--- src/rtl/down_timer_if.sv ---
// Control/status bundle for the down_timer: load/reload/enable strobes in,
// current count with busy and terminal-count flags out.
interface down_timer_if #(
    parameter int WIDTH = 4
);
    logic             load;
    logic [WIDTH-1:0] load_val;
    logic             reload;
    logic             en;
    logic [WIDTH-1:0] out;
    logic             busy;
    logic             tc;

    modport master (
        output load, load_val, reload, en,
        input  out, busy, tc
    );

    modport slave (
        input  load, load_val, reload, en,
        output out, busy, tc
    );
endinterface

--- src/rtl/down_timer.sv ---
// Loadable down-counting timer: one-cycle tc pulse on expiry, optional
// auto-reload of the latched period.
module down_timer #(
    parameter int WIDTH = 4
) (
    input  logic        clk,
    input  logic        res,
    down_timer_if.slave tif
);
    typedef enum logic {IDLE, RUN} state_t;

    state_t           state_q, state_d;
    logic [WIDTH-1:0] cnt_q, cnt_d;
    logic [WIDTH-1:0] period_q, period_d;
    logic             mode_q, mode_d;
    logic             busy_q, busy_d;
    logic             tc_q, tc_d;

    always_comb begin
        state_d  = state_q;
        cnt_d    = cnt_q;
        period_d = period_q;
        mode_d   = mode_q;
        tc_d     = 1'b0;

        if (tif.load) begin
            // A load restarts from either state; a zero period parks in IDLE.
            cnt_d    = tif.load_val;
            period_d = tif.load_val;
            mode_d   = tif.reload;
            state_d  = (tif.load_val != '0) ? RUN : IDLE;
        end else if (state_q == RUN && tif.en) begin
            if (cnt_q > WIDTH'(1)) begin
                cnt_d = cnt_q - WIDTH'(1);
            end else begin
                tc_d = 1'b1;
                if (mode_q) begin
                    cnt_d = period_q;
                end else begin
                    cnt_d   = '0;
                    state_d = IDLE;
                end
            end
        end

        busy_d = (state_d == RUN);
    end

    always_ff @(posedge clk) begin
        if (!res) begin
            state_q  <= IDLE;
            cnt_q    <= '0;
            period_q <= '0;
            mode_q   <= 1'b0;
            busy_q   <= 1'b0;
            tc_q     <= 1'b0;
        end else begin
            state_q  <= state_d;
            cnt_q    <= cnt_d;
            period_q <= period_d;
            mode_q   <= mode_d;
            busy_q   <= busy_d;
            tc_q     <= tc_d;
        end
    end

    assign tif.out  = cnt_q;
    assign tif.busy = busy_q;
    assign tif.tc   = tc_q;
endmodule

--- src/flat_wrapper.sv ---
// flat-port wrapper written by rule: the top's interface ports become plain ports
module down_timer_flat 
#(
    parameter int WIDTH = 4
)
  (clk, res, tif_load, tif_load_val, tif_reload, tif_en, tif_out, tif_busy, tif_tc);
  down_timer_if #(.WIDTH(WIDTH)) tif_i ();
  input  logic clk;
  input  logic res;
  input wire logic [$bits(tif_i.load)-1:0] tif_load;
  input wire logic [$bits(tif_i.load_val)-1:0] tif_load_val;
  input wire logic [$bits(tif_i.reload)-1:0] tif_reload;
  input wire logic [$bits(tif_i.en)-1:0] tif_en;
  output wire logic [$bits(tif_i.out)-1:0] tif_out;
  output wire logic [$bits(tif_i.busy)-1:0] tif_busy;
  output wire logic [$bits(tif_i.tc)-1:0] tif_tc;
  assign tif_i.load = tif_load;
  assign tif_i.load_val = tif_load_val;
  assign tif_i.reload = tif_reload;
  assign tif_i.en = tif_en;
  assign tif_out = tif_i.out;
  assign tif_busy = tif_i.busy;
  assign tif_tc = tif_i.tc;
  down_timer #(.WIDTH(WIDTH)) u_core (.clk(clk), .res(res), .tif(tif_i));
endmodule
--- config.mk ---
export PLATFORM = sky130hd
export DESIGN_NAME = down_timer_flat
export DESIGN_NICKNAME = d
export VERILOG_FILES = /design/src/rtl/down_timer_if.sv /design/src/rtl/down_timer.sv /design/src/flat_wrapper.sv
export SDC_FILE = /design/constraint.sdc
export NUM_CORES = 1
export LEC_CHECK = 0
export BUFFER_PORTS_ARGS = -buffer_cell sky130_fd_sc_hd__buf_2
export CORE_AREA = 5 5 42 44
export CTS_CLUSTER_DIAMETER = 120
export DETAILED_ROUTE_END_ITERATION = 8
export DIE_AREA = 0 0 47 49
export PLACE_DENSITY = 0.67
export SYNTH_ARGS = -nofsm -noshare
export SYNTH_HDL_FRONTEND = slang
export SYNTH_SLANG_ARGS = --single-unit
export TNS_END_PERCENT = 30
--- constraint.sdc ---
create_clock -name clk -period 1.9 [get_ports clk]
set_input_delay 0.38 -clock clk [delete_from_list [all_inputs] [get_ports clk]]
set_output_delay 0.38 -clock clk [all_outputs]
set_load 0.01 [all_outputs]
# Word level (Yosys, flattened, before mapping)
# Cells that the tools add are included.
# word_totals
out_inout_bits,6
reg_bits,11
inputBits,9
word_cells,26
# classes
bitwise,2
n_mux,10
eq_ne,2
addsub,1
order_cmp,1
n_reduce_logical,5
# op_table
operator,n
$mux 4,4
$mux 1,6
$gt 4x1->1 const B,1
$ne 2x2->1 const B,2
$reduce_bool 4->1,1
$sub 4x1->4 const B,1
$reduce_and 3->1,1
$reduce_or 3->1,1
$not 1->1,2
$reduce_bool 2->1,1
$logic_and 1x1->1,1

# Logic depth before layout (Yosys ltp)
# Gate-level depths: netlist (run 1).
# logic_depth
ltp_word,4
mapped_depth,6
ltp_nobuf,6

# Least setup slack after synthesis (run 1)
# No wires, ideal clock.
# synth_path
path_kind,register -> register
from,"reg u_core.cnt_q[0], in the netlist u_core.tif.out[0]"
to,"reg u_core.cnt_q[3], in the netlist u_core.tif.out[3]"
arrival_ps,1411
synth_period_minus_slack_ps,1485
setup_time_ps,74
stages_incl_launch_ff,7
required_time_ps,1826
path_buffers,0
setup_slack_ps,415
path_cell_list,dfxtp_1 > inv_1 > ha_1 > nor2_1 > nor3_4 > or3_1 > a31oi_1
# synth_via
elab_chain_cells,4
elab_cells_between_ends,5
classes_between,1 x add/sub; 1 x order compare; 3 x mux
# synth_rtl
element,line_no,text
"start, declared",down_timer.sv:13,"logic [WIDTH-1:0] cnt_q, cnt_d;"
"start signal, assigned",down_timer.sv:59,cnt_q <= cnt_d;
$sub 4x1->4 / $gt 4x1->1 (equally long branches),"down_timer.sv:34, down_timer.sv:33",
$mux 4 (*),down_timer.sv:33,if (cnt_q > WIDTH'(1)) begin
$mux 4 (*),down_timer.sv:32,end else if (state_q == RUN && tif.en) begin
$mux 4 (*),down_timer.sv:26,if (tif.load) begin
# Mark *: on every way between the ends. The rest lies on a longest branch, timed or not. The select of a mux whose other input is x is not followed.
# A chain may end at the register's enable or synchronous reset.

# Worst setup path after layout (run 1)
# Same ends and word-level chain as after synthesis.

==> flow_summary.yaml, run 1 <==
yosys:
  async_flop_share_pct: 0
  synth_area_leaders: "dfxtp_1, mux2i_1, nand2_1"
  ys_types: 25
  syn_area_per_cell_um2: 8.89
  yosysMostFrequentCell: "dfxtp_1"
  synth_top_area_cell: "dfxtp_1"
  synth_commonest_cells: "dfxtp_1, nand2_1, inv_1, mux2i_1, o21ai_0"
  synthesis.nets: 76
  ys_seq_area_share_pct: 38.1
  synth_top_area_share_pct: 38.1
  synth_warnings: 0
  synth-seq-cells: 11
  syn_inst: 65
  synth-edff-count: 0
  synth_flop_cell: "dfxtp_1"
  syn_area_um2: 578
die:
  core_um2: 1400
  die_w_um: 47
  dieArea_um2: 2300
  placementRows: 14
  pin_count: 15
  start_util_pct: 41.2
  die_h_um: 49
clock_tree:
  clock_latency_ns: 0.27
  clock-root-buffer: "clkbuf_4"
  cts_setup_buffers: 0
  cts_buffers: 3
  cts-resized-gates: 0
  ctsHoldBuffers: 0
  cts_tree: "done"
  clk_pin_slew_ns: 0.07
  cts_max_path_buffers: 2
  cts_htree_levels: 1
  clock_sinks: 11
sta:
  layout_min_cycle_time_ns: 1.55
  setup_violations: 0
  finalWorstSetupSlack_ns: 0.350
  tightest_slew_ns: 0.362
  skew_ns: 0.00857
  finalHoldViolCount: 0
  max_slew_margin_pct: 75.8
  drv_slew: 0
  min_period_over_period_pct: 81.6
  fmax_mhz: 645
  fin_tns_setup_ns: 0
  rsz0062_at_grt: "false"
worst_setup_path:
  r2r_start: "u_core.tif.out[0]$_SDFFE_PN0P_"
  criticalPathCategory: "reg -> reg"
  startpoint: "u_core.tif.out[0]$_SDFFE_PN0P_"
  worst_setup_path_start_kind: "register"
  crit_required_ns: 2.10
  crit_arrival_ns: 1.75
  path_max_fanout: 5
  critical_path.endpoint_type: "register"
grt:
  grt_use_met2_pct: 17.0
  grt_max_degree: 14
  grt_first_pass_wirelength_um: 2150
  grt_overflow_total: 0
  antenna_found_initial: 0
  grt_pass1_vias: 500
  met3_usage_pct: 3.32
  gr-max-usage-layer: "met1"
  grt_use_total_pct: 12.8
  grt_use_met1_pct: 17.4
drt:
  routed_wl_um: 1220
  vias: 517
  wl_per_cell_um: 12.6
  dr.pass1.iters: 4
  vias_per_cell: 5.33
  drt_iter0_drc: 9
  ant_nets: 0
  drc_errors: 0
layout:
  n_fill_cell: 146
  multiInputGateArea_um2: 330
  drive_above_1_share_pct: 23.5
  regArea_um2: 220
  antenna_cells: 0
  syn_to_final_growth_pct: 18.6
  nets: 93
power_and_ir_drop:
  leakage_uw: 0.000299
  max-vdd-ir-drop_mv: 0.301
  power_density_nw_per_um2: 759
place:
  pre_cts_slack_ns: 0.355
  io_buffers: 14
  gp_congestion: 0.785
  hpwl_um: 955
run:
  maxCapViolCount: 0
min_path:
  hold_class: "in -> reg"
  hold_start: "tif_reload"
outcome:
  outcome: "finished, final reports clean"
==> cells by family after synthesis <==
| family | Yosys count | synth area share (%) |
|---|---|---|
| AOI/OAI and AO/OA | 16 | 19.0 |
| xor gates and xnor gates | 1 | 1.52 |
| adders and majority gates | 2 | 4.33 |
| buffers and inverters | 7 | 4.76 |
| DFF | 11 | 38.1 |
| muxes | 5 | 8.66 |
| and+or+nand+nor | 23 | 23.6 |
==> critical path, stage by stage (launching register included) <==
cell and delay [ns]:
dfxtp_1 0.40, inv_1 0.08, ha_1 0.23, nor2_1 0.24
nor3_4 0.09, or3_1 0.32, a31oi_1 0.14
==> metal layers <==
layer,up-vias,share of wire (%)
li1,265,-
met1,234,45
met3,4,5.9
met2,14,47
met4,0,2.3
met5,-,0
==> final cells by class <==
type,count,share of cell area [%]
inverters,5,2.74
well taps,16,2.92
repair buffers,14,10.2
clock buffers,4,3.83
multi-input cells,47,48.2
flip-flops and latches,11,32.1
==> path summary, 6_finish.rpt <==
path                            slack [ns]                         endpoint  depth (start not counted)
worst max-delay path                  0.35   u_core.tif.out[3]$_SDFFE_PN0P_                          6
worst min-delay path                  0.37       u_core.mode_q$_SDFFE_PN0P_                          3
worst max register to register        0.35   u_core.tif.out[3]$_SDFFE_PN0P_                          6
worst min register to register        0.47  u_core.period_q[0]$_SDFFE_PN0P_                          2
==> power breakdown <==
| part | leakage (uW) | total, uW | switching [uW] | internal [uW] |
|---|---|---|---|---|
| logic | 0.000193 | 101 | 52.7 | 48.7 |
| clock network | 0.0000150 | 156 | 75.0 | 81.2 |
| registers | 0.0000908 | 263 | 18.1 | 245 |
==> placed cells by master, fill, tap and decap left out, drive strengths merged <==
master / instances
dfxtp: 11
o41ai: 3
buf: 14
clkbuf: 4
nand3: 2
a21boi: 2
nand4: 2
nand2b: 3
a21oi: 2
nand2: 7
a31oi: 1
nor3b: 1
xnor2: 1
a22o: 2
a211oi: 2
and2: 1
o21ai: 4
nor2: 1
nor2b: 3
or3: 1
ha: 2
nor3: 2
mux2i: 5
inv: 5
==> sequential cells by signal (all words and copies together), names as in the netlist <==
signal,count
u_core.state_q,1
u_core.period_q,4
u_core.mode_q,1
u_core.tif.tc,1
u_core.tif.out,4
==> metrics by stage <==
step           instance area, um2  hold WS [ns]  utilization, %  std cells  total power, uW
6_report                      686         0.367            48.9         97              521
5_1_grt                       686         0.384            48.9         97              558
4_1_cts                       686         0.362            48.9         97              530
3_5_place_dp                  659         0.469            47.1         93              370
3_3_place_gp                  659         0.463            47.1         93              369
2_1_floorplan                 578         0.452               -         65              337
(Power assumes the default switching activity.)
==> run 2: changes to the inputs <==
- ABC_AREA: unset -> 1
- CORE_AREA: 5 5 42 44 -> unset
- CORE_MARGIN: unset -> 5
- CORE_UTILIZATION: unset -> 45
- DIE_AREA: 0 0 47 49 -> unset
- PLACE_DENSITY: 0.67 -> 0.71
- clock period: 1.9 -> 1.3 ns (I/O delays scaled with it)
==> flow_summary.yaml, run 2 <==
outcome:
  outcome: "finished, final reports clean"
yosys:
  async_flop_share_pct: 0
  synth-seq-cells: 11
  ys_types: 18
  synthesis.nets: 102
  yosysMostFrequentCell: "nand2_1"
  ys_seq_area_share_pct: 35.3
  synth_top_area_share_pct: 35.3
  syn_area_per_cell_um2: 6.85
  syn_area_um2: 623
  synth_area_leaders: "dfxtp_1, nand2_1, a21oi_1"
  synth_warnings: 0
  synth-edff-count: 0
  synth_commonest_cells: "nand2_1, a21oi_1, dfxtp_1"
  syn_inst: 91
  synth_flop_cell: "dfxtp_1"
  synth_top_area_cell: "dfxtp_1"
layout:
  layout_common_cells: "nand2_1, buf_2, a21oi_1, dfxtp_1, inv_1"
  drive_above_1_share_pct: 24.5
  regArea_um2: 220
  finish.utilization_pct: 57.2
  syn_to_final_growth_pct: 19.5
  nets: 122
  antenna_cells: 0
  final_common_cell: "nand2_1"
  n_fill_cell: 145
  stdcell_count: 125
  multiInputGateArea_um2: 348
sta:
  holdWs_ns: 0.244
  rsz0062_at_grt: "true"
  max_slew_margin_pct: 83.7
  layout_min_cycle_time_ns: 1.17
  drv_slew: 0
  finalWorstSetupSlack_ns: 0.126
  min_period_over_period_pct: 90.3
  finalHoldViolCount: 0
  setup_violations: 0
  fin_tns_setup_ns: 0
  fmax_mhz: 851
  tightest_slew_ns: 0.244
  skew_ns: 0.00135
clock_tree:
  clock-root-buffer: "clkbuf_4"
  clk_pin_slew_ns: 0.07
  ctsHoldBuffers: 0
  cts_buffers: 3
  clock_latency_ns: 0.27
  clock_sinks: 11
  cts_tree: "done"
  cts_htree_levels: 1
  cts_max_path_buffers: 2
place:
  post-place-cells: 121
  hpwl_um: 1100
  pre_cts_slack_ns: 0.115
  io_buffers: 14
  gp_congestion: 0.805
die:
  die_h_um: 47.2
  start_util_pct: 47.9
  dieArea_um2: 2230
  die_w_um: 47.2
  placementRows: 13
  core_um2: 1300
  pin_count: 15
worst_setup_path:
  criticalPathCategory: "reg -> reg"
  worst_setup_path_start_kind: "register"
  critical_path.endpoint_type: "register"
  path_max_fanout: 5
  crit_arrival_ns: 1.33
  crit_required_ns: 1.46
power_and_ir_drop:
  max-vdd-ir-drop_mv: 0.654
  share_comb_of_total_power_pct: 23.0
  internal-power_uw: 550
  pwr-share-seq_pct: 47.9
  leakage_uw: 0.000361
  power_density_nw_per_um2: 1060
  pwr-share-clk_pct: 29.1
  power_switching_uw: 241
  switching_share_pct: 30.5
grt:
  antenna_found_initial: 0
  grt_overflow_total: 0
  grt_first_pass_wirelength_um: 2370
  grt_pass1_vias: 594
  grt_max_degree: 11
  grt_use_total_pct: 15.7
drt:
  drt_iter0_drc: 8
  routed_wl_um: 1380
  vias: 617
  wl_per_cell_um: 11.1
  ant_nets: 0
  drc_errors: 0
  vias_per_cell: 4.94
  dr.pass1.iters: 3
min_path:
  hold_class: "in -> reg"
run:
  maxCapViolCount: 0
[run 2: power groups by stage]
stage          Combinational, uW  Clock, uW  Sequential (uW)
6_report                     182        231              379
4_1_cts                      183        239              379
3_3_place_gp                 179          0              385
3_5_place_dp                 182          0              386
2_1_floorplan                123          0              390
5_1_grt                      207        254              383
[run 2: kinds of logic after synthesis]
kind of cell             after synthesis  synth area share, %
buffers and inverters                 12                 9.24
adder cells (fa/ha/maj)                2                 4.02
flip-flops                            11                 35.3
AND/OR/NAND/NOR                       50                 38.2
AO/OA/AOI/OAI                         16                 13.3
[run 2: final timing paths]
kind	start	cells past startpoint	end	slack, ns
worst max-delay path	u_core.tif.out[0]$_SDFFE_PN0P_	8	u_core.tif.out[3]$_SDFFE_PN0P_	0.13
worst min-delay path	tif_reload	3	u_core.mode_q$_SDFFE_PN0P_	0.24
worst max register to register	u_core.tif.out[0]$_SDFFE_PN0P_	8	u_core.tif.out[3]$_SDFFE_PN0P_	0.13
worst min register to register	u_core.period_q[2]$_SDFFE_PN0P_	2	u_core.period_q[2]$_SDFFE_PN0P_	0.46
[run 2: area by class of cell]
class | count | area share (%)
multi-input combinational | 68 | 46.7
sequential | 11 | 29.6
timing repair buffer | 16 | 11.4
inverter | 11 | 6.22
clock buffer | 4 | 3.53
tap | 15 | 2.52
[run 2: per-stage QoR]
step | power, uW | area [um2]
5_1_grt | 844 | 744
3_3_place_gp | 565 | 716
2_1_floorplan | 513 | 623
6_report | 791 | 744
4_1_cts | 800 | 742
3_5_place_dp | 568 | 716
[run 2: timing repair]
item                       4_1_cts  5_1_grt
setup endpoints to repair        0        2
resized for setup                0        2
setup buffers                    0        0
[run 2: metal layers]
layer / GRT usage (%) / wire, um / vias to the layer above
li1: - / - / 330
met1: 17.6 / 640 / 273
met2: 26.3 / 661 / 12
met3: 2.68 / 63 / 2
met4: 11.6 / 17 / 0
met5: 0 / 0 / -
[run 2: critical path: stages (launching register included)]
cell and delay [ns]:
dfxtp_1 0.32, buf_4 0.14, ha_1 0.18, inv_1 0.09, nand2_4 0.08, nand2_4 0.08, nor2_2 0.03, nor2_1 0.08
a21oi_1 0.06
==> run 3: changes to the inputs <==
- CTS_BUF_LIST: unset -> sky130_fd_sc_hd__clkbuf_16
==> flow_summary.yaml, run 3 (same netlist as run 2, synthesis figures left out) <==
layout:
  stdcell_count: 125
  antenna_cells: 0
  n_fill_cell: 133
  layout_common_cells: "nand2_1, buf_2, a21oi_1"
  syn_to_final_growth_pct: 27.9
  drive_above_1_share_pct: 26.4
  fin_area_um2: 797
  final_common_cell: "nand2_1"
  nets: 122
sta:
  max_slew_margin_pct: 83.4
  skew_ns: 0.00487
  tightest_slew_ns: 0.249
  layout_min_cycle_time_ns: 1.21
  drv_slew: 0
  setup_violations: 0
  fin_tns_setup_ns: 0
  rsz0062_at_grt: "false"
  min_period_over_period_pct: 92.8
  finalHoldViolCount: 0
  fmax_mhz: 829
clock_tree:
  clock_sinks: 11
  cts_htree_levels: 1
  clock-root-buffer: "clkbuf_16"
  clk_pin_slew_ns: 0.04
  cts_max_path_buffers: 2
  clock_latency_ns: 0.24
  cts_buffers: 3
  cts_tree: "done"
die:
  pin_count: 15
  dieArea_um2: 2230
  die_h_um: 47.2
  placementRows: 13
  core_um2: 1300
  die_w_um: 47.2
  start_util_pct: 47.9
worst_setup_path:
  critical_path.endpoint_type: "register"
  criticalPathCategory: "reg -> reg"
  slowest_delay_ns: 0.32
  worst_setup_path_start_kind: "register"
  crit_chain: "inv_1 -> ha_1 -> inv_1 -> nand2_4 -> nand2_4 -> nand2_1 -> nand3_1 -> a21oi_1"
  slowest_stage: "dfxtp_2"
  crit_arrival_ns: 1.36
  crit_required_ns: 1.46
  path_max_fanout: 5
grt:
  grt_first_pass_wirelength_um: 2490
  grt_use_total_pct: 16.9
  grt_pass1_vias: 614
  antenna_found_initial: 0
  grt_max_degree: 11
  grt_overflow_total: 0
place:
  place_area_um2: 716
  gp_congestion: 0.805
  io_buffers: 14
  post-place-cells: 121
  hpwl_um: 1100
drt:
  vias_per_cell: 5.04
  dr.pass1.iters: 4
  routed_wl_um: 1490
  wl_per_cell_um: 11.9
  vias: 630
  drt_iter0_drc: 8
  ant_nets: 0
  drc_errors: 0
power_and_ir_drop:
  internal-power_uw: 838
  power_density_nw_per_um2: 1410
  leakage_uw: 0.000390
  max-vdd-ir-drop_mv: 0.827
  total_power_uw: 1130
  share_comb_of_total_power_pct: 16.4
  pwr-share-seq_pct: 34.0
  power_switching_uw: 288
  switching_share_pct: 25.6
  pwr-share-clk_pct: 49.7
run:
  maxCapViolCount: 0
min_path:
  hold_class: "in -> reg"
outcome:
  outcome: "finished, final reports clean"
-- run 3: timing repair --
item	CTS	global route
hold buffers	0	0
setup buffers	0	0
setup endpoints to repair	0	4
resized for setup	0	4
-- run 3: through the flow --
step                      hold WS [ns]  utilization (%)  setup WS (ns)
final                            0.278             61.3         0.0933
after detailed placement         0.453             55.0          0.115
after global routing             0.291             61.3        0.00391
after CTS                        0.279             61.1         0.0402
after global placement           0.448             55.0          0.155
after floorplan                  0.398                -         0.0846
-- run 3: metal layers --
metal	track usage [%]	share of wire, %	up-vias
met3	4.98	5.6	8
met5	0	0	-
met4	13.3	3.8	0
met1	17.7	43	277
met2	27.9	47	17
li1	-	-	328
-- run 3: layout make-up --
class | count | area, um2 | area share, %
multi-input combinational | 68 | 345 | 43.3
inverter | 11 | 46.3 | 5.81
clock inverter | 1 | 3.75 | 0.471
timing repair buffer | 16 | 85.1 | 10.7
clock buffer | 3 | 75.1 | 9.42
tap | 15 | 18.8 | 2.35
sequential | 11 | 223 | 27.9
-- run 3: path summary, 6_finish.rpt --
kind	start	end	slack [ns]	cells after the start
max	u_core.tif.out[1]$_SDFFE_PN0P_	u_core.tif.out[0]$_SDFFE_PN0P_	0.09	8
min	tif_reload	u_core.mode_q$_SDFFE_PN0P_	0.28	3
max reg2reg	u_core.tif.out[1]$_SDFFE_PN0P_	u_core.tif.out[0]$_SDFFE_PN0P_	0.09	8
min reg2reg	u_core.period_q[2]$_SDFFE_PN0P_	u_core.period_q[2]$_SDFFE_PN0P_	0.46	2
-- run 3: power by group through the flow --
stage                     Clock [uW]  Sequential (uW)  Combinational, uW
after global placement             0              385                179
after floorplan                    0              390                123
final                            559              382                184
after global routing             588              386                208
after CTS                        574              381                185
after detailed placement           0              386                182
-- run 3: critical path: cells and delay by family, from the launching register on --
kind | cells | cell delay (ns)
AO/OA/AOI/OAI | 1 | 0.16
flip-flops | 1 | 0.32
buffers and inverters | 2 | 0.18
adder cells (fa/ha/maj) | 1 | 0.20
AND/OR/NAND/NOR | 4 | 0.28
